--- src/rtl/accel_pkg.sv ---
// Shared types for the accelerator command path.
//   control_packet_t : host command word (unit_id, op_code, comp_type, reserved)
//   dispatch_state_t : dispatcher FSM states
//   CTRL_PKT_W       : width of a command word
package accel_pkg;

    localparam int NUM_PROCESSING_UNITS = 4;

    typedef enum logic [2:0] {
        OP_NOP   = 3'b000,
        OP_LOAD  = 3'b001,
        OP_STORE = 3'b010,
        OP_COMP  = 3'b011,
        OP_SYNC  = 3'b100
    } operation_code_t;

    typedef enum logic [2:0] {
        CT_ADD  = 3'b000,
        CT_SUB  = 3'b001,
        CT_MUL  = 3'b010,
        CT_MAC  = 3'b011,
        CT_RELU = 3'b100
    } computation_type_t;

    typedef struct packed {
        logic [3:0]        unit_id;
        operation_code_t   op_code;
        computation_type_t comp_type;
        logic [3:0]        reserved;
    } control_packet_t;

    localparam int CTRL_PKT_W = $bits(control_packet_t);

    typedef enum logic [1:0] {
        DS_IDLE,
        DS_DECODE,
        DS_SYNC_WAIT
    } dispatch_state_t;

    // Commands that occupy a processing unit.
    function automatic logic is_issue_op(input operation_code_t op);
        return (op == OP_LOAD) || (op == OP_STORE) || (op == OP_COMP);
    endfunction

endpackage

--- src/rtl/accel_cmd_fifo.sv ---
// Single-clock command FIFO with first-word-fall-through output.
//   clk, rst_n : clock, asynchronous active-low reset (pointers/level only)
//   push, din  : write din when push and not full
//   pop        : advance head when pop and not empty
//   dout       : current head word (valid whenever empty=0)
//   full/empty : occupancy flags
//   level      : occupancy, 0..DEPTH
module accel_cmd_fifo #(
    parameter int WIDTH = 14,
    parameter int DEPTH = 8
) (
    input  logic                     clk,
    input  logic                     rst_n,
    input  logic                     push,
    input  logic                     pop,
    input  logic [WIDTH-1:0]         din,
    output logic [WIDTH-1:0]         dout,
    output logic                     full,
    output logic                     empty,
    output logic [$clog2(DEPTH):0]   level
);

    localparam int AW = $clog2(DEPTH);
    localparam int LW = AW + 1;

    logic [WIDTH-1:0] mem [DEPTH];
    logic [AW-1:0]    wr_ptr;
    logic [AW-1:0]    rd_ptr;
    logic             do_push;
    logic             do_pop;

    assign do_push = push && !full;
    assign do_pop  = pop && !empty;
    assign full    = (level == LW'(DEPTH));
    assign empty   = (level == '0);
    assign dout    = mem[rd_ptr];

    // Pointers wrap naturally because DEPTH is a power of two.
    always_ff @(posedge clk or negedge rst_n) begin
        if (!rst_n) begin
            wr_ptr <= '0;
            rd_ptr <= '0;
            level  <= '0;
        end else begin
            if (do_push) wr_ptr <= wr_ptr + AW'(1);
            if (do_pop)  rd_ptr <= rd_ptr + AW'(1);
            level <= level + LW'(do_push) - LW'(do_pop);
        end
    end

    always_ff @(posedge clk) begin
        if (do_push) mem[wr_ptr] <= din;
    end

endmodule

--- src/rtl/accel_cmd_dispatcher.sv ---
// Front-end command stage: buffers host commands and issues them in order
// to the processing units, tracking per-unit busy state and OP_SYNC barriers.
//   clk, rst_n   : clock, asynchronous active-low reset
//   s_valid/s_ready/s_pkt : host command stream (s_ready = FIFO not full)
//   unit_start   : one-hot 1-cycle start pulse to the target unit
//   unit_op/unit_comp : fields of the issued command, held between issues
//   unit_done    : per-unit completion pulse
//   unit_busy    : registered busy flags
//   sync_done    : 1-cycle pulse when a barrier releases
//   err_bad_unit : sticky, a command addressed a non-existent unit
//   fifo_level   : command FIFO occupancy
module accel_cmd_dispatcher
    import accel_pkg::*;
#(
    parameter int NUM_UNITS      = NUM_PROCESSING_UNITS,
    parameter int CMD_FIFO_DEPTH = 8
) (
    input  logic                              clk,
    input  logic                              rst_n,
    input  logic                              s_valid,
    output logic                              s_ready,
    input  logic [CTRL_PKT_W-1:0]             s_pkt,
    output logic [NUM_UNITS-1:0]              unit_start,
    output logic [2:0]                        unit_op,
    output logic [2:0]                        unit_comp,
    input  logic [NUM_UNITS-1:0]              unit_done,
    output logic [NUM_UNITS-1:0]              unit_busy,
    output logic                              sync_done,
    output logic                              err_bad_unit,
    output logic [$clog2(CMD_FIFO_DEPTH):0]   fifo_level
);

    localparam int UID_W = (NUM_UNITS > 1) ? $clog2(NUM_UNITS) : 1;

    logic                  fifo_full;
    logic                  fifo_empty;
    logic                  fifo_push;
    logic                  fifo_pop;
    logic [CTRL_PKT_W-1:0] fifo_dout;

    control_packet_t       cmd_q;
    dispatch_state_t       state;
    dispatch_state_t       state_nxt;
    logic [NUM_UNITS-1:0]  start_nxt;
    logic                  sync_nxt;
    logic                  err_set;
    logic [UID_W-1:0]      uid;
    logic                  uid_ok;
    logic                  unused_reserved;

    // s_ready depends only on occupancy, so a same-cycle pop never opens it.
    assign s_ready   = !fifo_full;
    assign fifo_push = s_valid && !fifo_full;

    accel_cmd_fifo #(
        .WIDTH (CTRL_PKT_W),
        .DEPTH (CMD_FIFO_DEPTH)
    ) u_fifo (
        .clk   (clk),
        .rst_n (rst_n),
        .push  (fifo_push),
        .pop   (fifo_pop),
        .din   (s_pkt),
        .dout  (fifo_dout),
        .full  (fifo_full),
        .empty (fifo_empty),
        .level (fifo_level)
    );

    assign uid             = cmd_q.unit_id[UID_W-1:0];
    assign uid_ok          = (int'(cmd_q.unit_id) < NUM_UNITS);
    assign unused_reserved = ^cmd_q.reserved;

    // Next state and next output values. Decode looks at the registered busy
    // vector, so a done arriving while decode waits is seen one edge later.
    always_comb begin
        state_nxt = state;
        fifo_pop  = 1'b0;
        start_nxt = '0;
        sync_nxt  = 1'b0;
        err_set   = 1'b0;
        case (state)
            DS_IDLE: begin
                if (!fifo_empty) begin
                    fifo_pop  = 1'b1;
                    state_nxt = DS_DECODE;
                end
            end
            DS_DECODE: begin
                state_nxt = DS_IDLE;
                if (is_issue_op(cmd_q.op_code)) begin
                    if (!uid_ok) begin
                        err_set = 1'b1;
                    end else if (unit_busy[uid]) begin
                        state_nxt = DS_DECODE;
                    end else begin
                        start_nxt[uid] = 1'b1;
                    end
                end else if (cmd_q.op_code == OP_SYNC) begin
                    state_nxt = DS_SYNC_WAIT;
                end
                // NOP and undefined op codes fall through to idle.
            end
            DS_SYNC_WAIT: begin
                if (unit_busy == '0) begin
                    sync_nxt  = 1'b1;
                    state_nxt = DS_IDLE;
                end
            end
            default: state_nxt = DS_IDLE;
        endcase
    end

    always_ff @(posedge clk or negedge rst_n) begin
        if (!rst_n) begin
            state <= DS_IDLE;
        end else begin
            state <= state_nxt;
        end
    end

    always_ff @(posedge clk) begin
        if (fifo_pop) cmd_q <= control_packet_t'(fifo_dout);
    end

    // Issue only targets an idle unit, so setting and clearing the same bit
    // in one cycle cannot happen; done to an idle unit is masked away.
    always_ff @(posedge clk or negedge rst_n) begin
        if (!rst_n) begin
            unit_start   <= '0;
            unit_busy    <= '0;
            unit_op      <= '0;
            unit_comp    <= '0;
            sync_done    <= 1'b0;
            err_bad_unit <= 1'b0;
        end else begin
            unit_start <= start_nxt;
            unit_busy  <= (unit_busy & ~unit_done) | start_nxt;
            sync_done  <= sync_nxt;
            if (err_set) err_bad_unit <= 1'b1;
            if (|start_nxt) begin
                unit_op   <= cmd_q.op_code;
                unit_comp <= cmd_q.comp_type;
            end
        end
    end

endmodule

--- config.mk ---
export PLATFORM = sky130hd
export DESIGN_NAME = accel_cmd_dispatcher
export DESIGN_NICKNAME = d
export VERILOG_FILES = /design/src/rtl/accel_pkg.sv /design/src/rtl/accel_cmd_fifo.sv /design/src/rtl/accel_cmd_dispatcher.sv
export SDC_FILE = /design/constraint.sdc
export NUM_CORES = 1
export LEC_CHECK = 0
export ABC_AREA = 1
export BUFFER_PORTS_ARGS = -buffer_cell sky130_fd_sc_hd__buf_2
export CORE_UTILIZATION = 30
export DETAILED_ROUTE_END_ITERATION = 10
export PLACE_DENSITY = 0.49
export RECOVER_POWER = 50
export SYNTH_ARGS = -nofsm -noshare
export SYNTH_HDL_FRONTEND = slang
export SYNTH_HIERARCHICAL = 1
export SYNTH_SLANG_ARGS = --single-unit
--- constraint.sdc ---
create_clock -name clk -period 2.58 [get_ports clk]
set_input_delay 0.129 -clock clk [delete_from_list [all_inputs] [get_ports clk]]
set_output_delay 0.129 -clock clk [all_outputs]
set_load 0.05 [all_outputs]
==> flow_results.org <==
** Floorplan
- Ports placed on the boundary :: 42
- Std-Cell Core Area :: 17300 µm²
- Die height :: 135 µm
- The die covers 18200 µm².
- In this run the core area contains 48 standard-cell rows.
- Floorplan die width :: 135 µm
- Starting utilization of the core area :: 30.6%

** Critical path
- The worst setup path is captured at a flip-flop.
- Traced cell by cell, the critical path runs through inv_1 > ha_1 > nand3_1 > inv_1 > nor2_4 > nand2_1 > inv_1 > ha_1 > inv_1 > ha_1 > inv_1 > fa_1 > inv_1.
- Internal reg-to-reg setup slack :: 0.28 ns
- CP startpoint kind :: flip-flop
- The most numerous cell type found on the critical path is sky130_fd_sc_hd__inv_1.
- Of all nets on the critical path, the largest fanout is 4.
- Startpoint of the most critical register-to-register path :: u_fifo/level[2]$_DFF_PN0_
- Data arrives at the worst endpoint at 2.61 ns.
- For the worst setup path, the data required time is 2.89 ns.
- In this design, the stage delay of the slowest critical-path cell is 0.47 ns.
- R2R Path End :: u_fifo/level[1]$_DFF_PN0_
- For the worst flop-to-flop path, the logic depth is 13.
- Class of the most critical setup path :: reg -> reg
- For this design, the slowest cell found on the critical path is sky130_fd_sc_hd__fa_1.

** STA
- Hold Vio Cnt, Final :: 0
- At the pin with the least slew margin, the transition time is 1.52 ns.
- Final worst clock skew :: 0.00790 ns
- Final critical-path share of the clock period :: 89.0%
- The number of pins exceeding their max-slew limit in the final report came to 29.
- Relative slew margins :: -1.42%
- Final worst-path setup slack :: 0.284 ns
- Setup violators final :: 0
- For this run, the top clock speed supported by timing is 436 MHz.
- Setup repair after global routing left no endpoint under its margin.
- Adding up every negative setup slack in the final design gives 0 ns.
- After layout, the minimum clock period comes to 2.30 ns.

** Clock network
- After clock tree synthesis, the clock-pin slew on the worst setup and hold paths is 0.05 ns.
- The longest clock path from root to sink contains 2 buffers.
- PostCTS Resize Cnt :: 0
- The H-tree was split into 4 levels.
- After clock tree synthesis, the flow added hold-fix buffers numbering 14.
- CTS Root Buffer Type :: sky130_fd_sc_hd__clkbuf_16
- TritonCTS built the clock tree.
- Clock tree sinks :: 118
- Clock latency on the worst-skew pair, taken at its later pin, is 0.41 ns.
- Post-CTS Repair Setup Buffers :: 0
- Number of buffers added by the clock tree synthesis step :: 17

** Route
- Post-detailed-route wirelength per cell :: 13.0 µm
- After the first detailed-routing iteration, the DRC count stood at 133.
- Wires add up to 10700 µm.
- Length of the first detailed-routing pass in iterations :: 5
- Final routed DRC violation total :: 0
- Dividing the detail-routed via count by the number of cells gives 4.18.
- Across all layers, the routed design uses 3437 vias.
- Final ANT Viol Nets :: 0

** Pwr
- Across the VDD grid, the largest voltage drop is 0.000700 V.
- Summed over all cells, the static leakage comes to 2.97 nW.
- In this run the power density over the cells is 1200 nW/µm².

** Synthesis
- During synthesis, Yosys emitted a total of 6 warnings.
- Number of instances in the synthesized netlist :: 523
- Avg Cell Area, Syn :: 10.1 µm²
- Net count of the mapped netlist :: 553
- Summing every instance area after synthesis gives 5300 µm².

** Place
- Count of buffers from port buffering :: 37
- Worst slack at placement :: 0.291 ns
- Detailed placement finished with a half-perimeter wire length of 6520 µm.
- Last weighted congestion value of the routability-driven placer :: 0.753

** Global routing
- Summed over all layers, the global routing overflow is 0.
- Entering global routing, the biggest net connects 42 pins.
- Across every metal layer, demand over resource in global routing totals 13.1%.
- The initial antenna violation count is 0.
- The first global-routing pass estimated 17300 µm of wire.
- Number of global-route vias before repair :: 3404

** Run status
- Result of the run :: finished with violations
- The checks that failed: max-capacitance violations, max-slew violations.

** Layout
- Area Growth Syn to Fin :: 21.3%
- 0 antenna diodes ended up in the layout.
- In the final design database the tool counted 614 nets.
- Layout cell share with drive strength beyond 1 :: 11.1%
- Fill count :: 1713

** Min path
- Endpoint, Worst Hold :: u_fifo/wr_ptr[1]$_DFFE_PN0P_
- Origin of the worst min-delay path :: s_valid
- Type of the tightest min-delay check :: in -> reg
- Along the worst hold path, the cell count comes to 5.

** Flow run
- Across the run, the number of max-cap violations was 1.
## stage by stage
stage	power [mW]	hold slack (ns)	instance area [µm²]	std cells	utilization (%)
after floorplan	4.83	-0.167	5310	523	-
after global placement	5.36	0.182	5710	776	33.0
after detailed placement	5.42	0.192	5710	776	33.0
after CTS	7.88	0.0200	6470	822	37.4
after global routing	8.28	0.0908	6430	822	37.2
final	7.74	0.0685	6430	822	37.2
## placed cells by master, fill, tap and decap left out, types with 4 or more instances in the layout
cell	count
sky130_fd_sc_hd__ha_1	8
sky130_fd_sc_hd__dlygate4sd3_1	14
sky130_fd_sc_hd__bufinv_16	4
sky130_fd_sc_hd__inv_1	113
sky130_fd_sc_hd__clkinv_2	4
sky130_fd_sc_hd__clkbuf_16	17
sky130_fd_sc_hd__nor2_1	6
sky130_fd_sc_hd__clkbuf_1	29
sky130_fd_sc_hd__buf_4	13
sky130_fd_sc_hd__o21ai_1	7
sky130_fd_sc_hd__edfxtp_1	90
sky130_fd_sc_hd__dfrtp_1	26
sky130_fd_sc_hd__nand3_1	57
sky130_fd_sc_hd__nor3_1	9
sky130_fd_sc_hd__buf_2	9
sky130_fd_sc_hd__nand2_1	156
## critical path, delay by kind of cell (launching register included)
kind | cells | cell delay [ns]
buffers and inverters | 6 | 0.47
DFF | 1 | 0.39
and+or+nand+nor | 3 | 0.28
adders and majority gates | 4 | 1.05
## worst max-delay path by stage
stage	startpoint	endpoint	slack, ns	cells after the start
6_report	u_fifo/level[2]$_DFF_PN0_	u_fifo/level[1]$_DFF_PN0_	0.28	13
5_1_grt	u_fifo/level[2]$_DFF_PN0_	u_fifo/level[2]$_DFF_PN0_	0.13	13
4_1_cts	u_fifo/level[2]$_DFF_PN0_	u_fifo/level[2]$_DFF_PN0_	0.26	13
3_5_place_dp	u_fifo/level[2]$_DFF_PN0_	u_fifo/level[2]$_DFF_PN0_	0.29	13
3_3_place_gp	u_fifo/level[2]$_DFF_PN0_	u_fifo/level[1]$_DFF_PN0_	0.30	13
2_1_floorplan	u_fifo/level[2]$_DFF_PN0_	u_fifo/level[2]$_DFF_PN0_	0.05	13
## power breakdown
group | internal, mW | total, mW | switching (mW)
Combinational | 0.749 | 2.58 | 1.83
Clock | 1.60 | 2.41 | 0.805
Sequential | 2.56 | 2.76 | 0.199
## state kept, by name (all words and copies together), names as in the netlist
name,flops
state,2
u_fifo/level,4
unit_start,4
unit_op,3
u_fifo/wr_ptr,3
unit_comp,3
u_fifo/rd_ptr,3
err_bad_unit,1
unit_busy,4
cmd_q,10
sync_done,1
u_fifo/mem,80
## cell type report
class / instances / area [µm²] / area share, %
inverter: 117 / 439 / 6.83
clock buffer: 18 / 429 / 6.67
sequential: 118 / 3410 / 53.0
clock inverter: 14 / 184 / 2.86
tap: 225 / 282 / 4.38
multi-input combinational: 266 / 1300 / 20.3
timing repair buffer: 64 / 388 / 6.03
## per-layer routing
layer,GRT usage (%),routed length [µm],up-vias,share of wire [%]
li1,-,-,1759,-
met1,15.6,4910,1579,46
met2,21.4,5060,89,47
met3,3.83,573,10,5.4
met4,6.68,116,0,1.1
met5,0,0,-,0
(Power assumes the default switching activity.)
